--- src/rtl/imm_gen.sv ---
// imm_gen: forms the registered 16-bit immediate from Instr[7:0] and the Rd bytes
module imm_gen (
  input  logic        Clk,
  input  logic        Reset,
  input  logic [15:0] Instr,
  input  logic [1:0]  Imm_Sel,
  input  logic [15:0] Rd,
  output logic [15:0] Imm_Out
);
  logic [7:0]  imm8;
  logic [15:0] imm_out_d, imm_out_q;
  assign imm8 = Instr[7:0];
  always_comb begin
    case (Imm_Sel)
      2'b01:   imm_out_d = {8'h00, imm8};
      2'b10:   imm_out_d = {imm8, Rd[7:0]};
      2'b11:   imm_out_d = {Rd[15:8], imm8};
      default: imm_out_d = {{8{imm8[7]}}, imm8};
    endcase
  end
  always_ff @(posedge Clk or posedge Reset)
    if (Reset) imm_out_q <= '0;
    else       imm_out_q <= imm_out_d;
  assign Imm_Out = imm_out_q;
endmodule

--- config.mk ---
export PLATFORM = sky130hd
export DESIGN_NAME = imm_gen
export DESIGN_NICKNAME = d
export VERILOG_FILES = /design/src/rtl/imm_gen.sv
export SDC_FILE = /design/constraint.sdc
export NUM_CORES = 1
export LEC_CHECK = 0
export CELL_PAD_IN_SITES_DETAIL_PLACEMENT = 1
export CELL_PAD_IN_SITES_GLOBAL_PLACEMENT = 1
export CORE_MARGIN = 4
export CORE_UTILIZATION = 26
export CTS_CLUSTER_SIZE = 24
export DETAILED_ROUTE_END_ITERATION = 16
export PLACE_DENSITY_LB_ADDON = 0.08
export SYNTH_ARGS = -nofsm -noshare
export SYNTH_HDL_FRONTEND = slang
export SYNTH_SLANG_ARGS = --single-unit
--- constraint.sdc ---
create_clock -name Clk -period 0.8 [get_ports Clk]
set_clock_uncertainty 0.15 [all_clocks]
set_input_delay 0.08 -clock Clk [delete_from_list [all_inputs] [get_ports Clk]]
set_output_delay 0.08 -clock Clk [all_outputs]
set_load 0.005 [all_outputs]
==> Word level (Yosys, flattened, before mapping) <==
Cells that the tools add are included.
{ "classes": {"eq_ne": 3, "mux": 1} }
{ "ops": {"columns": ["operator", "n"], "rows": [
  ["$pmux 16 s3", 1],
  ["$eq 2x2->1 const B", 2],
  ["$eq 2x1->1 const B", 1]
]} }
{ "word_totals": {"ff_bits": 16, "input_bits": 36, "out_inout_bits": 16, "elab_cells": 5} }

==> Depth between registers and ports, before layout <==
{ "logic_depth": {"depth_word": 2, "mapped_depth": 4, "ltp_nobuf": 2} }

==> Worst setup path before layout <==
No wires, ideal clock.
{ "synth_timing": {"path_type": "input port to flip-flop", "startpoint": "input Imm_Sel[1]", "endpoint": "register imm_out_q[0] (netlist: Imm_Out[0])", "setup_time_ps": 125, "arrival_ps": 762, "required_ps": 525, "setup_slack_ps": -237, "cell_stages": 4, "n_path_buf": 2, "path_cell_list": "buf_6 > nor2b_4 > buf_6 > mux2_4"} }
{ "synth_via": {"elab_chain_cells": 2, "elab_cells_between_ends": 4, "cone_classes": "eq/ne: 3; mux: 1"} }
{ "synth_rtl": {"columns": ["element", "line", "source"], "rows": [
  ["from (decl)", "6", "input logic [1:0] Imm_Sel,"],
  ["$eq 2x2->1 or $eq 2x1->1 (tied branches)", "14", "case (Imm_Sel)"],
  ["$pmux 16 s3 (*)", "14", null],
  ["named net imm_out_d[0]", "11", "logic [15:0] imm_out_d, imm_out_q;"],
  ["to (signal assigned)", "23", "else imm_out_q <= imm_out_d;"],
  ["to (decl)", "11", null]
]} }
The timed path passes the listed nets; every way through them passes the cells marked *.

==> Worst setup path in the final report <==
{ "layout_timing": {"startpoint": "register imm_out_q[1] (netlist: Imm_Out[1])", "endpoint": "output Imm_Out[1]"} }
{ "layout_lines": {"columns": ["element", "line", "source"], "rows": [
  ["to (decl)", "8", "output logic [15:0] Imm_Out"]
]} }
No word-level cell between the ends.

==> results.ini <==
[status]
status=complete, but fails checks
violations=negative hold slack, negative setup slack

[clocking]
cts_tree=built
htreeDepth=1
clkTransAtPathRegs_ns=0.08
cts_buffer_depth=2
cts_sinks=16
cts_buffers=3
clock-root-buffer=clkbuf_4

[drt]
first_pass_iters=1
dr.first_iter.drc_count=0
ant_nets=0
drc_errors=0
drt_wl_total_microns=1760
routed_via_density=4.33
vias=563
avgRoutedWirePerCell_microns=13.6

[sta]
finalSetupTns_ns=-3.25
setup_viol=24
finalCritPeriodShare_pct=125
report.final.hold_viol_count=18
relSlewSlack_pct=80.1
finalMaxSlewViolations=0
rsz0062_at_grt=yes
min_period_ns=1.00
fmax_mhz=996
tightest_slew_ns=0.299
setup_slack_ns=-0.204
hold_slack_ns=-0.0384

[placed_design]
io_buffers=43
dp.cells=125
gp_congestion=0.588

[yosys]
synth_warnings=0
ys_top_cells_by_area=dfrtp_1 53%, mux2_4 30%, a21o_1 6.9%
synth_top_area_share_pct=52.5
postSynthCellCount=47
syn_nets=83
async_flop_share_pct=100
ys.flop_type=dfrtp_1
yosysMostFrequentCell=dfrtp_1
seq_area_frac_synth_pct=52.5
synth.ff_latch_count=16
synth_edf_count=0
avgSynthCellArea_sq_um=16.2
synth_top_area_cell=dfrtp_1
ys_types=9
ys_top_cells_by_count=16 x dfrtp_1, 15 x mux2_4, 7 x a21o_1, 3 x buf_6, 2 x inv_1
syn-cell-area_sq_um=762

[floorplanning]
std_cell_rows=19
dieHeight_microns=62.1
dieArea_sq_um=3860
start_util_pct=27.4
die_w_microns=62.1
core_area_sq_um=2780
io_pins=52

[global_routing]
met2_usage_pct=18.7
gr-usage-all-layers_pct=9.45
grt_pass1_vias=622
grt_pass1_wl_microns=2840
antenna_found_initial=0
met1_usage_pct=8.23
grt.met3_usage_pct=3.96
grt_max_degree=17
grt_busiest_layer=met2
grt_overflow_total=0

[setup_path]
cp_top_family=flip-flops
path_buf_inv=1
endpoint=Imm_Out[1]
cp.arrival_ns=0.77
crit_type=flop to output port
cpMaxStageDelayCell=dfrtp_1
endpoint_kind=output port
cp-startpoint=Imm_Out[1]
critPathRequiredTime_ns=0.57
startpoint_type=flop
crit_fanout=1
cp.depth=1
path_cells=buf_2
max_stage_delay_ns=0.37

[run]
cap_viol_max_count=0

[final_layout]
insertedDiodeCount=0
nFillCells=310
final_layout_size_suffix_gt1_share_pct=47.5
fin_nets=137
syn2layout_area_growth_pct=59.8
fin_cells=130
largest_register_ffs=16

[power]
ir_worst_vdd_mv=0.694
p_leak_nw=0.658
power.density_nw_per_um2=1410

[hold_path]
hold_path_class=input pin to asynchronous set/reset pin

## worst min path at each step
| stage | from | to | slack, ns |
|---|---|---|---|
| after floorplan | Reset | Imm_Out[0] | -0.16 |
| after CTS | Reset | Imm_Out[13] | -0.04 |
| final | Reset | Imm_Out[13] | -0.04 |
| after global routing | Reset | Imm_Out[12] | -0.02 |
| after detailed placement | Reset | Imm_Out[13] | 0.27 |
| after global placement | Reset | Imm_Out[15] | 0.26 |
## cell usage in the layout, fill, tap and decap left out, drive strengths merged, types with 2 or more instances in the layout
cell / count
clkbuf: 3
buf: 27
clkdlybuf4s50: 10
a21o: 7
mux2: 15
dfrtp: 16
inv: 2
dlygate4sd2: 14
## area by class of cell
cell class	count	area (sq um)	area share, %
clock buffer	3	22.5	1.85
sequential	16	400	32.9
inverter	2	7.51	0.617
tap	31	38.8	3.19
multi-input combinational	26	320	26.3
timing repair buffer	52	428	35.1
## per-stage QoR
step | power (W) | setup slack [ns] | area [sq um] | hold slack [ns] | utilization [%]
floorplan | 0.00111 | -0.224 | 774 | -0.156 | -
global placement | 0.00141 | -0.696 | 1260 | 0.257 | 45.4
detailed placement | 0.00142 | -0.710 | 1260 | 0.266 | 45.4
CTS | 0.00175 | -0.232 | 1200 | -0.0389 | 43.3
global route | 0.00181 | -0.251 | 1220 | -0.0242 | 43.8
finish | 0.00172 | -0.204 | 1220 | -0.0384 | 43.8
## power by group
| part | total [W] | leakage (nW) | internal (W) | switching (W) |
|---|---|---|---|---|
| combinational | 0.000433 | 0.451 | 0.000288 | 0.000145 |
| sequential | 0.000884 | 0.193 | 0.000871 | 0.0000130 |
| clock | 0.000402 | 0.0138 | 0.000175 | 0.000227 |
| total | 0.00172 | 0.658 | 0.00133 | 0.000385 |
## layer usage
metal	share of wire [%]	wire [microns]
met1	34	595
met5	0	0
met3	8.1	143
met4	1.5	26
met2	57	996
## what timing repair did
| item | in CTS | in global routing |
|---|---|---|
| gates resized for setup | 91 | 3 |
| hold endpoints to repair | 17 | 16 |
| pin swaps | 7 | 1 |
| buffers inserted | 0 | 2 |
| endpoints found under the setup margin | 32 | 31 |
## cell families after synthesis
kind of cell | synth area share, %
simple gates | 4.93
compound gates | 7.55
mux | 29.6
buf+inv | 5.42
flops | 52.5
Note: power is estimated with default switching activity, not from simulation.
